==> config.mk <==
export PLATFORM = sky130hd
export DESIGN_NAME = uart_rx_oversampled
export DESIGN_NICKNAME = d
export VERILOG_FILES = /design/src/rtl/uart_pkg.sv /design/src/rtl/uart_baud_tick.sv /design/src/rtl/uart_rx_oversampled.sv
export SDC_FILE = /design/constraint.sdc
export NUM_CORES = 1
export LEC_CHECK = 0
export ABC_AREA = 1
export ABC_CLOCK_PERIOD_IN_PS = 1800
export CORE_ASPECT_RATIO = 2
export CORE_MARGIN = 5
export CORE_UTILIZATION = 40
export CTS_CLUSTER_DIAMETER = 30
export DETAILED_ROUTE_END_ITERATION = 10
export GPL_ROUTABILITY_DRIVEN = 0
export GPL_TIMING_DRIVEN = 1
export PLACE_DENSITY_LB_ADDON = 0.12
export SLEW_MARGIN = 25
export SYNTH_ARGS = -nofsm -noshare
export SYNTH_HDL_FRONTEND = slang
export SYNTH_SLANG_ARGS = --single-unit
==> constraint.sdc <==
create_clock -name clk -period 1.8 [get_ports clk]
set_input_delay 0.36 -clock clk [delete_from_list [all_inputs] [get_ports clk]]
set_output_delay 0.36 -clock clk [all_outputs]
set_load 0.03 [all_outputs]
==> src/rtl/uart_pkg.sv <==
// Shared UART definitions: parity mode codes, receiver FSM states and the
// parity helper used by both the receiver and the parametrised transmitter.
package uart_pkg;

    localparam logic [1:0] UART_PAR_NONE = 2'd0;
    localparam logic [1:0] UART_PAR_EVEN = 2'd1;
    localparam logic [1:0] UART_PAR_ODD  = 2'd2;

    localparam int UART_MAX_WIDTH = 9;

    typedef enum logic [2:0] {
        ST_IDLE,
        ST_START,
        ST_DATA,
        ST_PARITY,
        ST_STOP,
        ST_BRK_WAIT
    } uart_rx_state_e;

    // Callers with narrower words zero-extend; the padding does not change the XOR.
    function automatic logic uart_parity_bit(input logic [UART_MAX_WIDTH-1:0] data,
                                             input logic [1:0]                mode);
        logic p;
        case (mode)
            UART_PAR_EVEN: p = ^data;
            UART_PAR_ODD:  p = ~^data;
            default:       p = 1'b0;
        endcase
        return p;
    endfunction

endpackage

==> src/rtl/uart_baud_tick.sv <==
// Sample-tick generator: free-running down-counter that can be restarted,
// latching a fresh divisor so mid-frame baud_div changes are ignored.
module uart_baud_tick #(
    parameter int DIV_WIDTH = 16
) (
    input  logic                 clk,
    input  logic                 reset,
    input  logic [DIV_WIDTH-1:0] baud_div,
    input  logic                 restart,
    output logic                 tick
);

    logic [DIV_WIDTH-1:0] div_q;
    logic [DIV_WIDTH-1:0] cnt_q;

    always_ff @(posedge clk) begin
        if (reset) begin
            div_q <= '0;
            cnt_q <= '0;
        end else if (restart) begin
            div_q <= baud_div;
            cnt_q <= baud_div;
        end else if (cnt_q == '0) begin
            cnt_q <= div_q;
        end else begin
            cnt_q <= cnt_q - 1'b1;
        end
    end

    // A restart cycle never counts as a tick, so the first tick of a frame
    // lands a full tick period after start detection.
    assign tick = (cnt_q == '0) && !restart;

endmodule

==> src/rtl/uart_rx_oversampled.sv <==
// Oversampling UART receiver with majority-vote bit decisions, break detection
// and a single-word valid/ready output register with overrun reporting.
module uart_rx_oversampled
    import uart_pkg::*;
#(
    parameter int DATA_WIDTH  = 8,
    parameter int PARITY_MODE = 1,
    parameter int STOP_BITS   = 1,
    parameter int OVERSAMPLE  = 16,
    parameter int DIV_WIDTH   = 16,
    parameter int SYNC_STAGES = 3
) (
    input  logic                  clk,
    input  logic                  reset,
    input  logic [DIV_WIDTH-1:0]  baud_div,
    input  logic                  serial_in,
    output logic [DATA_WIDTH-1:0] o_data,
    output logic                  o_valid,
    input  logic                  i_ready,
    output logic                  o_parity_err,
    output logic                  o_frame_err,
    output logic                  o_break,
    output logic                  o_overrun,
    output logic                  o_busy
);

    localparam int SC_W       = $clog2(OVERSAMPLE);
    localparam int BIT_W      = $clog2(DATA_WIDTH);
    localparam int SC_VOTE0   = OVERSAMPLE / 2 - 1;
    localparam int SC_VOTE1   = OVERSAMPLE / 2;
    localparam int SC_DECIDE  = OVERSAMPLE / 2 + 1;
    localparam int SC_LAST    = OVERSAMPLE - 1;
    localparam bit HAS_PARITY = (PARITY_MODE != 0);
    localparam logic [1:0] PAR_MODE = 2'(PARITY_MODE);

    logic [SYNC_STAGES-1:0]    sync_q;
    logic                      rx_s;
    logic                      tick;
    logic                      restart;
    logic                      complete;
    logic                      at_vote0;
    logic                      at_vote1;
    logic                      at_decide;
    logic                      at_wrap;
    logic                      vote;
    logic                      last_stop;
    logic                      frame_err_now;
    logic                      brk_now;
    logic                      parity_err_now;
    logic [UART_MAX_WIDTH-1:0] data_ext;

    uart_rx_state_e            state;
    uart_rx_state_e            state_next;
    logic [SC_W-1:0]           sc;
    logic [BIT_W-1:0]          bit_idx;
    logic [DATA_WIDTH-1:0]     shift_q;
    logic                      v0_q;
    logic                      v1_q;
    logic                      par_bit_q;
    logic                      stop_idx_q;
    logic                      stop_zero_q;

    // The synchroniser powers up to the idle line level so reset is not a start bit.
    always_ff @(posedge clk) begin
        if (reset) begin
            sync_q <= '1;
        end else begin
            sync_q <= {sync_q[SYNC_STAGES-2:0], serial_in};
        end
    end

    assign rx_s = sync_q[SYNC_STAGES-1];

    uart_baud_tick #(
        .DIV_WIDTH (DIV_WIDTH)
    ) u_baud_tick (
        .clk      (clk),
        .reset    (reset),
        .baud_div (baud_div),
        .restart  (restart),
        .tick     (tick)
    );

    assign at_vote0  = tick && (sc == SC_W'(SC_VOTE0));
    assign at_vote1  = tick && (sc == SC_W'(SC_VOTE1));
    assign at_decide = tick && (sc == SC_W'(SC_DECIDE));
    assign at_wrap   = tick && (sc == SC_W'(SC_LAST));
    assign vote      = (v0_q & v1_q) | (v0_q & rx_s) | (v1_q & rx_s);
    assign last_stop = (STOP_BITS == 1) || stop_idx_q;

    always_comb begin
        data_ext = '0;
        data_ext[DATA_WIDTH-1:0] = shift_q;
    end

    assign frame_err_now  = stop_zero_q | ~vote;
    assign brk_now        = (shift_q == '0) && (!HAS_PARITY || !par_bit_q) && frame_err_now;
    assign parity_err_now = HAS_PARITY && (par_bit_q != uart_parity_bit(data_ext, PAR_MODE));

    always_ff @(posedge clk) begin
        if (reset) begin
            state <= ST_IDLE;
        end else begin
            state <= state_next;
        end
    end

    always_comb begin
        state_next = state;
        restart    = 1'b0;
        complete   = 1'b0;
        case (state)
            ST_IDLE: begin
                if (!rx_s) begin
                    state_next = ST_START;
                    restart    = 1'b1;
                end
            end
            ST_START: begin
                if (at_decide && vote) begin
                    state_next = ST_IDLE;
                end else if (at_wrap) begin
                    state_next = ST_DATA;
                end
            end
            ST_DATA: begin
                if (at_wrap && (bit_idx == BIT_W'(DATA_WIDTH - 1))) begin
                    state_next = HAS_PARITY ? ST_PARITY : ST_STOP;
                end
            end
            ST_PARITY: begin
                if (at_wrap) begin
                    state_next = ST_STOP;
                end
            end
            ST_STOP: begin
                // Finishing at the decision point leaves half a bit to catch a back-to-back start.
                if (at_decide && last_stop) begin
                    complete   = 1'b1;
                    state_next = brk_now ? ST_BRK_WAIT : ST_IDLE;
                end
            end
            ST_BRK_WAIT: begin
                if (rx_s) begin
                    state_next = ST_IDLE;
                end
            end
            default: begin
                state_next = ST_IDLE;
            end
        endcase
    end

    always_ff @(posedge clk) begin
        if (reset) begin
            sc          <= '0;
            bit_idx     <= '0;
            shift_q     <= '0;
            v0_q        <= 1'b1;
            v1_q        <= 1'b1;
            par_bit_q   <= 1'b0;
            stop_idx_q  <= 1'b0;
            stop_zero_q <= 1'b0;
        end else if (restart) begin
            sc          <= '0;
            bit_idx     <= '0;
            stop_idx_q  <= 1'b0;
            stop_zero_q <= 1'b0;
        end else begin
            if (tick) begin
                sc <= at_wrap ? '0 : sc + 1'b1;
            end
            if (at_vote0) begin
                v0_q <= rx_s;
            end
            if (at_vote1) begin
                v1_q <= rx_s;
            end
            if (state == ST_DATA && at_decide) begin
                shift_q <= {vote, shift_q[DATA_WIDTH-1:1]};
            end
            if (state == ST_DATA && at_wrap) begin
                bit_idx <= bit_idx + 1'b1;
            end
            if (state == ST_PARITY && at_decide) begin
                par_bit_q <= vote;
            end
            if (state == ST_STOP && at_decide && !vote) begin
                stop_zero_q <= 1'b1;
            end
            if (state == ST_STOP && at_wrap) begin
                stop_idx_q <= 1'b1;
            end
        end
    end

    // A completion is accepted only when the held word is free or leaving this cycle.
    always_ff @(posedge clk) begin
        if (reset) begin
            o_data       <= '0;
            o_valid      <= 1'b0;
            o_parity_err <= 1'b0;
            o_frame_err  <= 1'b0;
            o_break      <= 1'b0;
            o_overrun    <= 1'b0;
        end else if (complete && (!o_valid || i_ready)) begin
            o_data       <= brk_now ? '0 : shift_q;
            o_valid      <= 1'b1;
            o_parity_err <= parity_err_now;
            o_frame_err  <= frame_err_now;
            o_break      <= brk_now;
            o_overrun    <= 1'b0;
        end else if (complete) begin
            o_overrun    <= 1'b1;
        end else if (o_valid && i_ready) begin
            o_valid      <= 1'b0;
            o_parity_err <= 1'b0;
            o_frame_err  <= 1'b0;
            o_break      <= 1'b0;
            o_overrun    <= 1'b0;
        end
    end

    always_ff @(posedge clk) begin
        if (reset) begin
            o_busy <= 1'b0;
        end else begin
            o_busy <= (state != ST_IDLE);
        end
    end

endmodule

## Word-level counts from Yosys, hierarchy flattened

Cells that the tools add are included.

- $add $sub $neg: 3
- Multiply operators: 0
- Div/mod/pow operators: 0
- Order comparisons: 0
- Equal/unequal tests: 18
- Shift operators: 0
- Mux-type cells: 24
- Bitwise gates (word level): 8
- Reduce and logical (&&, ||, !) cells: 36

Operator list:

| kind | number |
|---|---|
| 16-bit 2-to-1 mux | 2 |
| 3-bit 2-to-1 mux | 8 |
| 3-bit case mux with 6 select lines | 1 |
| 1-bit logical AND | 16 |
| 16-bit logical NOT | 1 |
| 16-bit by 1-bit subtractor with 16-bit output, second input constant | 1 |
| 4-bit equality test, second input constant | 3 |
| 1-bit 2-to-1 mux | 11 |
| 2-bit != test, second input constant | 5 |
| 2-bit AND reduction | 5 |
| 3-bit equality test, second input constant | 3 |
| 9-bit parity | 1 |
| 8-bit logical NOT | 1 |
| 8-bit 2-to-1 mux | 1 |
| 3-bit by 2-bit equality test with 1-bit output, second input constant | 2 |
| 6-bit AND reduction | 1 |
| 4-bit by 1-bit adder with 4-bit output, second input constant | 1 |
| 4-bit by 3-bit equality test with 1-bit output, second input constant | 1 |
| 1-bit logical NOT | 4 |
| 4-bit 2-to-1 mux | 1 |
| 2-bit nonzero test | 2 |
| 2-bit OR reduction | 2 |
| 3-bit by 1-bit adder with 3-bit output, second input constant | 1 |
| 1-bit bitwise AND | 3 |
| other kinds (9) | 12 |

- Bits in registers: 71
- Bits in latches: 0
- RAM bits: 0
- Memory bits (read-only): 0
- Output and inout port bits: 14
- Memories kept: 0

## Longest topological paths before layout

- Depth after elaboration: 10
- Gate-level depth with buffers: 14
- Depth with buffers taken out: 14

## Modules after synthesis

From an unflattened synthesis, not the netlist that was laid out.

- Cell total of the unflattened synthesis: 470
- Area, all modules: 3502.1 um^2

Modules (own cells, without submodules):

| module | instances | cells each | area each (um^2) |
|---|---|---|---|
| uart_rx_oversampled | 1 | 239 | 1924.3 |
| uart_baud_tick | 1 | 231 | 1577.8 |

## Worst setup path after synthesis

Ideal clock, no wire load.

- Path type: reg-to-reg
- Start point: register u_baud_tick.cnt_q[0]
- End point: register o_data[0]
- Arrival time: 1.531 ns
- Data required time: 1.732 ns
- Path slack: 0.201 ns
- Stages on the path, launching flop included: 11
- Path buffers: 0
- Clock period less this slack: 1.599 ns
- Path through: dfxtp_1 -> inv_1 -> ha_1 -> nand3_1 -> nor2_1 -> nand3_2 -> nor2_4 -> nand2_4 -> nor2_8 -> nand3_4 -> o21ai_2

- Cells in the longest elaborated chain, start to end: 6

Ends and longest elaborated chain:

| element | line | source |
|---|---|---|
| from (decl) | uart_baud_tick.sv:14 | `logic [DIV_WIDTH-1:0] cnt_q;` |
| from (signal assigned) | uart_baud_tick.sv:22 | `cnt_q <= baud_div;` |
| from (signal assigned) | uart_baud_tick.sv:24 | `cnt_q <= div_q;` |
| from (signal assigned) | uart_baud_tick.sv:26 | `cnt_q <= cnt_q - 1'b1;` |
| 16-bit logical NOT | uart_baud_tick.sv:32 | `assign tick = (cnt_q == '0) && !restart;` |
| 1-bit logical AND | uart_baud_tick.sv:32 |  |
| 1-bit logical AND | uart_rx_oversampled.sv:86 | `assign at_decide = tick && (sc == SC_W'(SC_DECIDE));` |
| 1-bit 2-to-1 mux | uart_rx_oversampled.sv:138 | `if (at_decide && last_stop) begin` |
| 1-bit 2-to-1 mux | uart_rx_oversampled.sv:112 | `case (state)` |
| 1-bit logical AND | uart_rx_oversampled.sv:206 | `end else if (complete && (!o_valid \|\| i_ready)) begin` |
| to (signal assigned) | uart_rx_oversampled.sv:207 | `o_data <= brk_now ? '0 : shift_q;` |
| to (decl) | uart_rx_oversampled.sv:17 | `output logic [DATA_WIDTH-1:0] o_data,` |

No other way between the ends.
A chain may end at the register's enable or synchronous reset.

## Worst setup path after layout

- Start point: register o_valid
- End point: output port o_valid

RTL lines:

| element | line | source |
|---|---|---|
| from (decl) | uart_rx_oversampled.sv:18 | `output logic o_valid,` |
| from (signal assigned) | uart_rx_oversampled.sv:201 | `o_valid <= 1'b0;` |
| from (signal assigned) | uart_rx_oversampled.sv:208 | `o_valid <= 1'b1;` |
| from (signal assigned) | uart_rx_oversampled.sv:216 | `o_valid <= 1'b0;` |

No word-level cell between the ends.

==> summary.txt <==
Routing
  – First-pass DRT Iterations: 4
  – Vias per cell: 5.174
  – Final ANT Viol Nets: 0
  – Final Routed Wirelength: 9.212 mm
  – Vias: 3130
  – DRC violations left: 0
  – Initial DRC Count: 163
  – Routed length per instance: 15.23 µm

Cells and area
  – Most frequent cells in the layout: nand2_1, dfxtp_1, nand3_1
  – Final antenna diode count: 0
  – Layout area overhead: 32.74%
  – Fin cells: 605
  – Fillers: 784
  – Fin area: 4489 µm²
  – Share of cells above drive strength 1: 23.67%
  – Leading cell type in the layout, fill and taps excluded: nand2_1
  – Post-layout util: 54.14%
  – Nets: 533

Floorplan
  – Die area: 10510 µm²
  – Num rows: 47
  – Total core area: 8292 µm²
  – Die Wd: 75.02 µm
  – Die Height: 140.0 µm
  – Starting Density: 40.79%
  – I/O pins: 34

Pwr
  – Leakage: 1.924 nW
  – Design Power: 6.766 mW
  – Peak supply drop: 0.0006945 V
  – PwrDens: 1507 nW/µm²

Clock tree
  – CTS tree: yes
  – Root buf cell: clkbuf_16
  – Clock Sinks: 71
  – CTS H-tree lvls: 3
  – CTS clk-pin slew, worst paths: 0.06 ns
  – Clock buffer depth: 2
  – CTS Buf Count: 9
  – Hold_buf cts: 0
  – Clock latency on the worst-skew pair: 0.34 ns

Worst setup path
  – Crit path max fanout: 3
  – Buf/Inv on CP: 1
  – Crit path arrival time: 1.40 ns
  – Crit path kind: flip-flop to output pin
  – WP data required: 1.44 ns
  – Critical path's slowest cell: clkdlybuf4s50_1
  – CP Launch Type: flip-flop
  – CP peak stage delay: 0.69 ns
  – Endpoint class of the critical path: output pin
  – Critical-path cell list: clkdlybuf4s50_1
  – Family with the most delay on the worst path: buffers and inverters

Yosys
  – Post-synthesis cell type count: 42
  – Synthesized Nets: 466
  – Fraction of registers with async set or reset after synthesis: 0%
  – EDFF count, synth: 0
  – Top cell type's share of synthesized area: 42.03%
  – Predominant post-synthesis flop cell: dfxtp_1
  – Synth Cell Area: 3382 µm²
  – Register area share after synthesis: 42.03%
  – Synth warnings: 0
  – Syn_area_per_cell: 7.775 µm²
  – Cells after Synth: 435
  – Area leader, netlist: dfxtp_1
  – Synth top area cells: dfxtp_1, nand2_1, nand3_1
  – Synth Register Bits: 71

GRT
  – Initial antenna violation count: 0
  – Vias in the first global route: 3017
  – Global route total overflow: 0
  – Global-route wire length before repair: 14.23 mm
  – Largest net degree at the start of global routing: 22
  – All-Layer GR Usage: 17.98%

STA
  – Max frequency: 0.5682 GHz
  – Final hold vios: 0
  – # setup viols final: 0
  – Worst Max-Slew Pin Slew: 0.3153 ns
  – Setup TNS: 0 ns
  – RSZ-0062 raised after global routing: true
  – Final period utilization: 97.78%
  – Slew margin rel.: 78.71%
  – Clock Skews: 0.005473 ns
  – Setup WS post-layout: 0.04001 ns
  – Minimum clock period: 1.760 ns
  – Final worst hold slack: 0.4065 ns
  – Slew Viols, Final: 0

Placement
  – Placed instance area: 3958 µm²
  – Port Buffer Count: 33
  – Setup WS pre-CTS: 0.01731 ns
  – Hpwl dp: 6.781 mm
  – Dpl cells: 578

Job
  – Max_cap viols: 0

Run status
  – Status: completed

Min path
  – Hold WC Path Type: flip-flop to flip-flop
## cells in the mapped netlist, types with 2 or more instances
cell type and count:
a31oi_1 2, nor3_1 5, inv_2 8, xor2_1 6, nand3_1 39, xnor2_1 5
or2_2 4, o21ai_2 8, nand4_1 5, nor2_4 6, inv_1 29, a211oi_1 2
o211ai_1 2, a21oi_1 22, nor2_8 2, o22ai_1 2, nand2_2 7, nand2_1 93
nand2_4 2, buf_2 4, nor2_1 33, clkbuf_1 6, o21ai_0 37, nor2_2 8
ha_1 11, dfxtp_1 71
## path summary, 6_finish.rpt
| path | slack (ns) | cells past startpoint | startpoint | endpoint |
|---|---|---|---|---|
| worst max-delay path | 0.04 | 1 | o_valid | o_valid |
| worst min-delay path | 0.41 | 1 | sync_q[1] | sync_q[2] |
| worst max register to register | 0.04 | 10 | u_baud_tick.cnt_q[3] | o_data[1] |
| worst min register to register | 0.41 | 1 | sync_q[1] | sync_q[2] |
## what timing repair did
action / in CTS / in global routing
setup buffers: 0 / 11
endpoints found under the setup margin: 0 / 19
gates resized for setup: 0 / 34
## area by class of cell
| type | count | area (µm²) | share of cell area, % |
|---|---|---|---|
| multi-input cells | 315 | 1859 | 41.42 |
| well taps | 98 | 122.6 | 2.731 |
| clock buffers | 9 | 225.2 | 5.017 |
| inverters | 39 | 148.9 | 3.317 |
| flip-flops and latches | 71 | 1431 | 31.88 |
| clock inverters | 7 | 120.1 | 2.676 |
| repair buffers | 66 | 581.8 | 12.96 |
## layer usage
layer	part of all wire, %	global-route usage, %	routed length (µm)
met2	57	33.03	5250
met5	0	0	0
met3	3.8	4.806	349
met4	3.4	8.443	314
met1	36	17.64	3297
## where the power goes
group | switching (mW) | internal (mW)
combinational | 1.54 | 1.11
sequential | 0.244 | 1.81
clock | 0.698 | 1.36
## flip-flops by register name, indices dropped and copies added, names as in the netlist
signal and count:
bit_idx 3, o_break 1, o_busy 1, o_data 8
o_frame_err 1, o_overrun 1, o_parity_err 1, o_valid 1
par_bit_q 1, sc 4, shift_q 8, state 3
stop_zero_q 1, sync_q 3, u_baud_tick.cnt_q 16, u_baud_tick.div_q 16
v0_q 1, v1_q 1
## cell families (layout without fill, tap and decap cells)
kind of cell	after synthesis	after routing	synth area share (%)
AO/OA/AOI/OAI	81	81	14.24
buffers and inverters	49	121	5.660
XOR/XNOR	11	11	2.849
adder cells (fa/ha/maj)	12	12	4.365
flip-flops	71	71	42.03
AND/OR/NAND/NOR	211	211	30.85
Power figures use the tool's default switching activity.
